[src/rtl/jpeg_block_fetcher.sv]
// Purpose: fetches one 8x8 pixel block (16 x 32-bit words) from data memory and streams it out as bytes.
// Latency: 6 cycles per word at best (READ, CAPTURE, 4 x EMIT), so 96 cycles from first READ to DONE.
// Backpressure: out_ready low holds the current byte stable and extends EMIT; no ready->valid comb path.
//
// Ports:
//   clk, reset                 clock, synchronous active-high reset
//   start, base_addr           1-cycle start request (IDLE only) and word base address
//   busy, done                 busy from accepted start through the done pulse; done = 1-cycle pulse
//   mem_*                      Avalon-MM read master to the single-port data memory (1-cycle latency)
//   out_data/valid/ready/last  byte stream, little-endian within each word, last on byte 63
module jpeg_block_fetcher #(
  parameter int ADDR_W      = 11,
  parameter int BLOCK_WORDS = 16
) (
  input  logic              clk,
  input  logic              reset,
  input  logic              start,
  input  logic [ADDR_W-1:0] base_addr,
  output logic              busy,
  output logic              done,
  output logic [ADDR_W-1:0] mem_address,
  output logic              mem_chipselect,
  output logic              mem_write,
  output logic [3:0]        mem_byteenable,
  output logic              mem_clken,
  input  logic [31:0]       mem_readdata,
  output logic [7:0]        out_data,
  output logic              out_valid,
  input  logic              out_ready,
  output logic              out_last
);

  localparam int IDX_W = (BLOCK_WORDS > 1) ? $clog2(BLOCK_WORDS) : 1;
  localparam logic [IDX_W-1:0] LAST_IDX = IDX_W'(BLOCK_WORDS - 1);

  typedef enum logic [2:0] {
    S_IDLE,
    S_READ,
    S_CAPTURE,
    S_EMIT,
    S_DONE
  } state_t;

  state_t            state_q, state_d;
  logic [ADDR_W-1:0] base_q, base_d;
  logic [ADDR_W-1:0] mem_address_q, mem_address_d;
  logic [IDX_W-1:0]  idx_q, idx_d;
  logic [1:0]        byte_q, byte_d;
  logic [31:0]       word_buf_q, word_buf_d;
  logic [7:0]        out_data_q, out_data_d;
  logic              out_valid_q, out_valid_d;
  logic              out_last_q, out_last_d;
  logic              busy_q, busy_d;
  logic              done_q, done_d;
  logic              mem_chipselect_q, mem_chipselect_d;

  always_comb begin
    state_d          = state_q;
    base_d           = base_q;
    mem_address_d    = mem_address_q;
    idx_d            = idx_q;
    byte_d           = byte_q;
    word_buf_d       = word_buf_q;
    out_data_d       = out_data_q;
    out_valid_d      = out_valid_q;
    out_last_d       = out_last_q;
    busy_d           = busy_q;
    done_d           = 1'b0;
    mem_chipselect_d = 1'b0;

    case (state_q)
      S_IDLE: begin
        if (start) begin
          base_d           = base_addr;
          idx_d            = '0;
          mem_address_d    = base_addr;
          mem_chipselect_d = 1'b1;
          busy_d           = 1'b1;
          state_d          = S_READ;
        end
      end
      S_READ: begin
        // Memory returns the word during the next cycle.
        state_d = S_CAPTURE;
      end
      S_CAPTURE: begin
        word_buf_d  = mem_readdata;
        byte_d      = 2'd0;
        out_data_d  = mem_readdata[7:0];
        out_valid_d = 1'b1;
        out_last_d  = 1'b0;
        state_d     = S_EMIT;
      end
      S_EMIT: begin
        if (out_ready) begin
          if (byte_q == 2'd3) begin
            out_valid_d = 1'b0;
            out_last_d  = 1'b0;
            if (idx_q == LAST_IDX) begin
              done_d  = 1'b1;
              state_d = S_DONE;
            end else begin
              idx_d            = idx_q + 1'b1;
              // Address arithmetic wraps naturally at ADDR_W bits.
              mem_address_d    = base_q + ADDR_W'(idx_q) + ADDR_W'(1);
              mem_chipselect_d = 1'b1;
              state_d          = S_READ;
            end
          end else begin
            byte_d     = byte_q + 2'd1;
            out_data_d = word_buf_q[{byte_q + 2'd1, 3'b000} +: 8];
            out_last_d = (idx_q == LAST_IDX) && (byte_q == 2'd2);
          end
        end
      end
      S_DONE: begin
        busy_d  = 1'b0;
        state_d = S_IDLE;
      end
      default: begin
        busy_d      = 1'b0;
        out_valid_d = 1'b0;
        out_last_d  = 1'b0;
        state_d     = S_IDLE;
      end
    endcase
  end

  always_ff @(posedge clk) begin
    if (reset) begin
      state_q          <= S_IDLE;
      base_q           <= '0;
      mem_address_q    <= '0;
      idx_q            <= '0;
      byte_q           <= '0;
      word_buf_q       <= '0;
      out_data_q       <= '0;
      out_valid_q      <= 1'b0;
      out_last_q       <= 1'b0;
      busy_q           <= 1'b0;
      done_q           <= 1'b0;
      mem_chipselect_q <= 1'b0;
    end else begin
      state_q          <= state_d;
      base_q           <= base_d;
      mem_address_q    <= mem_address_d;
      idx_q            <= idx_d;
      byte_q           <= byte_d;
      word_buf_q       <= word_buf_d;
      out_data_q       <= out_data_d;
      out_valid_q      <= out_valid_d;
      out_last_q       <= out_last_d;
      busy_q           <= busy_d;
      done_q           <= done_d;
      mem_chipselect_q <= mem_chipselect_d;
    end
  end

  assign busy           = busy_q;
  assign done           = done_q;
  assign mem_address    = mem_address_q;
  assign mem_chipselect = mem_chipselect_q;
  assign mem_write      = 1'b0;
  assign mem_byteenable = 4'b1111;
  assign mem_clken      = 1'b1;
  assign out_data       = out_data_q;
  assign out_valid      = out_valid_q;
  assign out_last       = out_last_q;

endmodule

[config.mk]
export PLATFORM = sky130hd
export DESIGN_NAME = jpeg_block_fetcher
export DESIGN_NICKNAME = d
export VERILOG_FILES = /design/src/rtl/jpeg_block_fetcher.sv
export SDC_FILE = /design/constraint.sdc
export NUM_CORES = 1
export LEC_CHECK = 0
export CAP_MARGIN = 5
export CORE_MARGIN = 5
export CORE_UTILIZATION = 30
export CTS_BUF_LIST = sky130_fd_sc_hd__clkbuf_2 sky130_fd_sc_hd__clkbuf_4 sky130_fd_sc_hd__clkbuf_8
export DETAILED_ROUTE_END_ITERATION = 7
export PLACE_DENSITY = 0.61
export SLEW_MARGIN = 10
export SYNTH_ARGS = -nofsm -noshare
export SYNTH_HDL_FRONTEND = slang
export SYNTH_SLANG_ARGS = --single-unit
[constraint.sdc]
create_clock -name clk -period 6.85 [get_ports clk]
set_input_delay 0.685 -clock clk [delete_from_list [all_inputs] [get_ports clk]]
set_output_delay 0.685 -clock clk [all_outputs]
set_load 0.01 [all_outputs]
# Word-level counts from Yosys, hierarchy flattened
# Index checks and enable logic that the tools add are counted.
# totals
regBits	76
latch_bits	0
mem_bits_rw	0
mem_bits_ro	0
inputBits	47
out_inout_bits	30
wordCells	83
memories	0
# classes
add_sub_neg	4
multipliers	0
div	0
n_lt_le_gt_ge	0
eq_ne	12
shifts	1
mux	35
bitwise	5
reduce_logical	14
# op_table
cell	count
11-bit two-way mux	4
32-bit by 6-bit indexed part select with 8-bit output	1
11-bit case mux with 2 select lines	1
4-bit two-way mux	4
8-bit two-way mux	2
8-bit case mux with 2 select lines	1
3-bit two-way mux	4
3-bit case mux with 4 select lines	1
11-bit by 1-bit adder with 11-bit output (second input constant)	1
11-bit by 4-bit adder with 11-bit output	1
1-bit two-way mux	10
2-bit != test (second input constant)	5
3-bit AND reduction	3
4-bit case mux with 2 select lines	1
3-bit by 2-bit == test with 1-bit output (second input constant)	2
1-bit case mux with 2 select lines	3
2-bit AND reduction	3
3-bit OR reduction	2
1-bit inverter	5
5-bit AND reduction	1
4-bit by 1-bit adder with 4-bit output (second input constant)	1
2-bit == test (second input constant)	2
4-bit == test (second input constant)	1
2-bit two-way mux	2
other kinds (9)	10

# Depth between registers and ports, before layout
# Gate-level depths: netlist (run 1).
# logic_depth
ltp_word	6
ltp_mapped	8

# Worst setup path after synthesis (run 1)
# OpenSTA, ideal clock, no wires.
# synth_path
kind	register -> register
from	reg byte_q[0]
to	reg out_data_q[7] (netlist: out_data[7])
arrival_ps	2047
path_slack_ps	4676
path_stages_with_launch	9
path_buffers	2
cell_sequence	dfxtp_1 > buf_2 > inv_1 > ha_1 > clkbuf_1 > mux4_2 > o22ai_1 > o21ai_0 > nor2b_1
# synth_via
elab_chain_cells	5
word_cells_on_any_way	8
classes_between	1 x add/sub; 2 x eq/ne; 1 x shift; 3 x mux; 1 x reduce/logical
# synth_lines
element	line	source
from (decl)	48	logic [1:0] byte_q, byte_d;
from (signal assigned)	148	byte_q <= byte_d;
2-bit by 1-bit adder with 2-bit output	111	out_data_d = word_buf_q[{byte_q + 2'd1, 3'b000} +: 8];
32-bit by 6-bit indexed part select with 8-bit output	111	
8-bit two-way mux	96	if (byte_q == 2'd3) begin
8-bit two-way mux	95	if (out_ready) begin
8-bit case mux with 2 select lines	71	case (state_q)
to (signal assigned)	150	out_data_q <= out_data_d;
to (decl)	50	logic [7:0] out_data_q, out_data_d;
# Parallel ways exist; a longest one is shown, timed or not. The select of a mux whose other input is x is not followed.
# A chain may end at the register's enable or synchronous reset.

# Worst setup path in the final report (run 1)
# Ends and elaborated chain as after synthesis.

==> metrics, run 1 <==
Initial Util 30.7%; shortest period the worst path allows ~2.5 ns; WL final 9.00 mm; worst slew pin tran 1.15 ns; Hold WS about 0.46 ns; Die H 118 microns; Post-synth top flop dfxtp_1; total number of vias roughly 3200; Slew Limit Headroom approximately 23%; first-pass GRT wire length between 10 and 15 mm; GPL Wtd Cong around 0.79; Clk Latency, worst-skew pair between 0.3 and 0.4 ns; Port-buffer cells 70; Hold Path Class reg2reg; Post-synth EDFFs 0; fraction of registers with async set/reset 0%; Residual DRC 0; vias in the first global route 3046; area grow syn2layout 25.9%; mapped cell area ~3500 sq um; CTS tree yes; CP endpoint kind flip-flop; hold-fix buffers at CTS 0; layout cells sized above 1 under 10%; Fillers 1159; Crit Path Class reg2reg; final worst path period share between 30% and 40%; post-route cell area roughly 4400 sq um; RSZ-0062 raised after global routing false; outcome finished clean; commonest non-fill, non-tap cells in the layout nand2_1 (114), dfxtp_1 (76), clkdlybuf4s50_1 (69); n_diodes 0; gr usage total about an eighth; post-route insts no fill 628; dominant cells by area after synthesis dfxtp_1 (43%), nand2_1 (12%), a21oi_1 (7.8%); clk root buf clkbuf_8; register area 1520 sq um; CTS Buffer Depth 2; WL per Instance 14.3 microns; NumNets Final between 500 and 600; fmax 393 MHz; post-layout util between 30% and 40%; num rows 39; Yosys warning total 0; critical path startpoint category flip-flop; Max VDD drop roughly 0.000095 V; Final ANT Viol Nets 0; Placed Area around 4200 sq um; pwr dens 220 nW/um^2; clock buffer count from CTS 9; most common cell after layout, fill and taps aside nand2_1; Clock transition at path regs around 0.080 ns; cell count after synthesis about 430; top cell type's share of synthesized area approximately 43%; DRT iter0 DRCs approximately 140; clock sink count 76; Worst Path Max Fanout 11; Crit path required time around 7 ns; leakage power approximately 1.5 nW; half-perimeter wire length after placement 6.19 mm; area of the multi-input gates 1820 sq um; final hold vios 0; Setup TNS Final 0 ns; sequential cell area fraction in the yosys report a little over two fifths; count of cell types in the netlist approximately 50; Synth Area per Inst 8.17 sq um; Resized cells post-CTS 0; TritonRoute pass-1 iters 4; Vias/cell around 5; Post-CTS Setup Inserts 0; Slew Viols, Final 0; Seq cells post-synth 76; # H-tree levels 3; maxcap violations 0; area leader, netlist dfxtp_1; Ports between 70 and 80; core area about 11000 sq um; Die W around 120 microns; aggregate global routing overflow 0; clk_skew roughly 0.012 ns; antenna violations before repair 0; Die ar. roughly 14000 sq um; data arrival time of the worst path ~2.8 ns; endpoints failing setup 0; # placed instances ~600; pin count of the biggest net entering global routing 78
-- worst max-delay path, cell delays in order, from the launching register on --
cell and delay [ns]:
dfxtp_1 0.74, inv_1 0.15, ha_1 0.61, mux4_2 0.56, o22ai_1 0.12, o21ai_0 0.09, nor2b_1 0.15
-- stage by stage --
step                      worst slack, ns  power [mW]
after floorplan                      4.68       0.586
after global placement               4.10       0.649
after detailed placement             4.02       0.652
after CTS                            4.18       0.988
after global routing                 4.06        1.03
final                                4.30       0.976
-- synth_stat cells (3+ instances only) --
| cell type | instances |
|---|---|
| buf_4 | 7 |
| nand2b_1 | 3 |
| nor3_1 | 9 |
| a31oi_1 | 5 |
| clkbuf_1 | 21 |
| dfxtp_1 | 76 |
| o211ai_1 | 4 |
| o22ai_1 | 8 |
| xnor2_1 | 4 |
| buf_2 | 7 |
| nand2_1 | 114 |
| ha_1 | 7 |
| inv_1 | 6 |
| nand3b_1 | 3 |
| mux4_2 | 8 |
| a21oi_1 | 55 |
| nor2b_1 | 12 |
| xor2_1 | 3 |
| nor4_1 | 3 |
| a211oi_1 | 6 |
| nor2_1 | 18 |
| or3_1 | 3 |
| o21ai_0 | 13 |
-- cell type report --
class	instances	share of cell area, %
clock inverter	5	0.959
timing repair buffer	71	15.9
clock buffer	11	3.41
tap	143	4.03
inverter	6	0.508
sequential	76	34.3
multi-input combinational	316	40.9
-- worst paths after layout --
| path | startpoint | end | slack [ns] | depth (start not counted) |
|---|---|---|---|---|
| hold / removal | mem_address[1] | mem_address[1] | 0.46 | 2 |
| hold reg to reg | mem_address[1] | mem_address[1] | 0.46 | 2 |
| setup / recovery | byte_q[0] | out_data[7] | 4.30 | 6 |
| setup reg to reg | byte_q[0] | out_data[7] | 4.30 | 6 |
-- logic make-up after synthesis --
logic type               after synthesis  synth area share (%)
AND/OR/NAND/NOR                      181                  22.9
AO/OA/AOI/OAI                        106                  17.8
flip-flops                            76                  43.2
buffers and inverters                 43                  6.00
adder cells (fa/ha/maj)                8                  3.05
multiplexers                           8                  5.11
XOR/XNOR                               7                  1.74
other                                  2                 0.213
-- where the power goes --
part	total, mW	switching, mW	internal, mW	leakage [nW]
sequential	0.488	0.0206	0.468	0.620
combinational	0.153	0.0776	0.0753	0.823
clock	0.334	0.179	0.156	0.0969
-- layer usage --
layer	up-vias	share of wire [%]	track usage (%)	wire, microns
met5	-	0	0	0
met4	0	0.57	3.90	51
met3	6	7.3	4.39	653
met2	110	47	20.3	4200
met1	1469	45	16.7	4090
li1	1565	-	-	-
-- flip-flops by register name (all words and copies together), names as in the netlist --
signal / flops
byte_q: 2
mem_chipselect: 1
out_data: 8
done: 1
state_q: 3
mem_address: 11
idx_q: 4
busy: 1
word_buf_q: 32
out_valid: 1
base_q: 11
out_last: 1
Note: power is estimated with default switching activity, not from simulation.
==> inputs of run 2 (changes only) <==
- PLACE_DENSITY: 0.61 -> 0.63
- clock period: 6.85 -> 2.2 ns (I/O delays scaled with it)
==> run 2 against run 1 <==
Net effect:
- sequential power rose to 3.1 times the previous value
- cell count increased by 2.1%
- sequential cell count unchanged
- die area unchanged
- critical path depth increased by 2
- clock skew down 0.00096 ns
- sequential share of layout area down 0.90 points
- count of clock-buffer cells in the layout down 2
- power rose to 3.2 times the previous value
- worst hold slack worse by 0.12 ns
- via count is 0.98% higher
- utilization rose by 1.1 points
- critical path type unchanged
==> metrics, run 2 (synthesis gave the netlist of run 1 again) <==
outcome finished clean; leakage power 1.62 nW (+4.8%); area grow syn2layout 29.4%; RSZ-0062 raised after global routing false; NumNets Final 548 (+2.4%); Max VDD drop 0.000364 V (+280%); Hold Path Class in2reg; Die W 118 microns (unchanged); Residual DRC 0 (unchanged); clock sink count 76 (unchanged); Crit path required time 2.47 ns (-4.60 ns); pin count of the biggest net entering global routing 34 (-56%); Clk Latency, worst-skew pair 0.35 ns (about the same); gr usage total 12.9% (+0.052 points); shortest period the worst path allows 2.04 ns (-0.505 ns); core area 11500 sq um (unchanged); clk root buf clkbuf_8; Placed Area 4340 sq um (+2.3%); Initial Util 30.7% (unchanged); num rows 39 (unchanged); layout cells sized above 1 10.0% (+3.4 points); worst slew pin tran 0.663 ns (-0.488 ns); Worst Path Max Fanout 4 (-7); Vias/cell 4.96 (-1.1%); final hold vios 0 (unchanged); critical path startpoint category flip-flop; reg2reg start idx_q[0]; Slew Viols, Final 0 (unchanged); most common cell after layout, fill and taps aside nand2_1; Port-buffer cells 70 (unchanged); Die ar. 14000 sq um (unchanged); reg2reg setup slack 0.16 ns (-4.14 ns); half-perimeter wire length after placement 6.55 mm (+5.7%); Final ANT Viol Nets 0 (unchanged); Tot Pwr 3.13 mW (+220%); hold-fix buffers at CTS 0 (unchanged); Fillers 1174 (+1.3%); clk_skew 0.0111 ns (-0.000963 ns); fmax 490 MHz (+25%); CTS tree yes; Die H 118 microns (unchanged); TritonRoute pass-1 iters 4 (unchanged); WL per Instance 14.2 microns (-0.69%); Clock transition at path regs 0.09 ns (about the same); CP endpoint kind flip-flop; maxcap violations 0 (unchanged); pwr dens 687 nW/um^2 (+210%); Worst setup startpoint idx_q[0]; data arrival time of the worst path 2.31 ns (-0.46 ns); Ports 77 (unchanged); GPL Wtd Cong 0.802 (+1.0%); Critical Path Sink mem_address[8]; endpoints failing setup 0 (unchanged); worst flop-to-flop path endpoint mem_address[8]; post-route cell area 4560 sq um (+2.8%); DRT iter0 DRCs 179 (+27%); Largest Register word_buf_q; Largest register FFs 32 (unchanged); aggregate global routing overflow 0 (unchanged); clock buffer count from CTS 9 (unchanged); Slew Limit Headroom 55.8% (+33 points); Crit Path Class reg2reg; worst r2r path cells 8 (+2); total number of vias 3181 (+0.98%); # H-tree levels 3 (unchanged); antenna violations before repair 0 (unchanged); WL final 9.12 mm (+1.4%); final worst path period share 92.8% (+56 points); Hold WS 0.340 ns (-0.117 ns); n_diodes 0 (unchanged); CTS Buffer Depth 2 (unchanged); commonest non-fill, non-tap cells in the layout nand2_1 (114), dfxtp_1 (75), clkdlybuf4s50_1 (69); first-pass GRT wire length 15.2 mm (+1.3%); vias in the first global route 3137 (+3.0%)
-- run 2: cell types whose count changed in the layout (fill, tap and decap cells not counted), sizes merged --
cell and delta:
buf +13, clkbuf -2, clkinv +2, bufinv +1, clkinvlp -1
-- run 2: area by class of cell --
class / instances / area [sq um] / share of cell area [%]
sequential: 76 / 1520 / 33.4
multi-input combinational: 316 / 1830 / 40.1
clock buffer: 9 / 124 / 2.72
timing repair buffer: 84 / 801 / 17.6
clock inverter: 7 / 81.3 / 1.78
inverter: 6 / 22.5 / 0.494
tap: 143 / 179 / 3.92
-- run 2: through the flow --
step	TNS, ns	instances	worst slack (ns)	utilization (%)
final	0	641	0.158	39.8
after floorplan	0	435	0.0256	-
after global placement	0	625	0.0643	37.8
after global routing	0	641	0.0211	39.8
after detailed placement	-0.000371	625	-0.000371	37.8
after CTS	0	641	0.0719	39.6
-- run 2: critical path, cell delays in order (launching register included) --
cell,delay (ns)
dfxtp_2,0.36
inv_1,0.06
ha_1,0.21
fa_2,0.36
nand2b_2,0.22
a211oi_1,0.26
xnor2_1,0.11
a211o_1,0.30
a21oi_1,0.11
-- run 2: routing by layer --
metal	up-vias	routed length (microns)	global-route usage (%)
met1	1469	4110	16.6
met2	106	4360	21.7
met5	-	0	0
li1	1595	-	-
met3	11	541	3.34
met4	0	102	3.40
-- run 2: how the worst min path moves through the flow --
stage                               start             end  cells after the start
after floorplan           mem_readdata[0]   word_buf_q[0]                      2
after CTS                           reset  mem_chipselect                      2
final                               reset  mem_chipselect                      2
after global routing                reset  mem_chipselect                      2
after detailed placement   word_buf_q[15]  word_buf_q[15]                      2
after global placement      word_buf_q[6]   word_buf_q[6]                      2
-- run 2: timing repair --
action | CTS | global route
setup buffers | 0 | 0
resized for setup | 0 | 6
setup endpoints to repair | 0 | 12
-- run 2: power breakdown --
part | internal [mW] | leakage [nW] | switching, mW
Sequential | 1.46 | 0.621 | 0.0539
Clock | 0.542 | 0.106 | 0.570
Combinational | 0.252 | 0.888 | 0.257
Total | 2.25 | 1.62 | 0.881
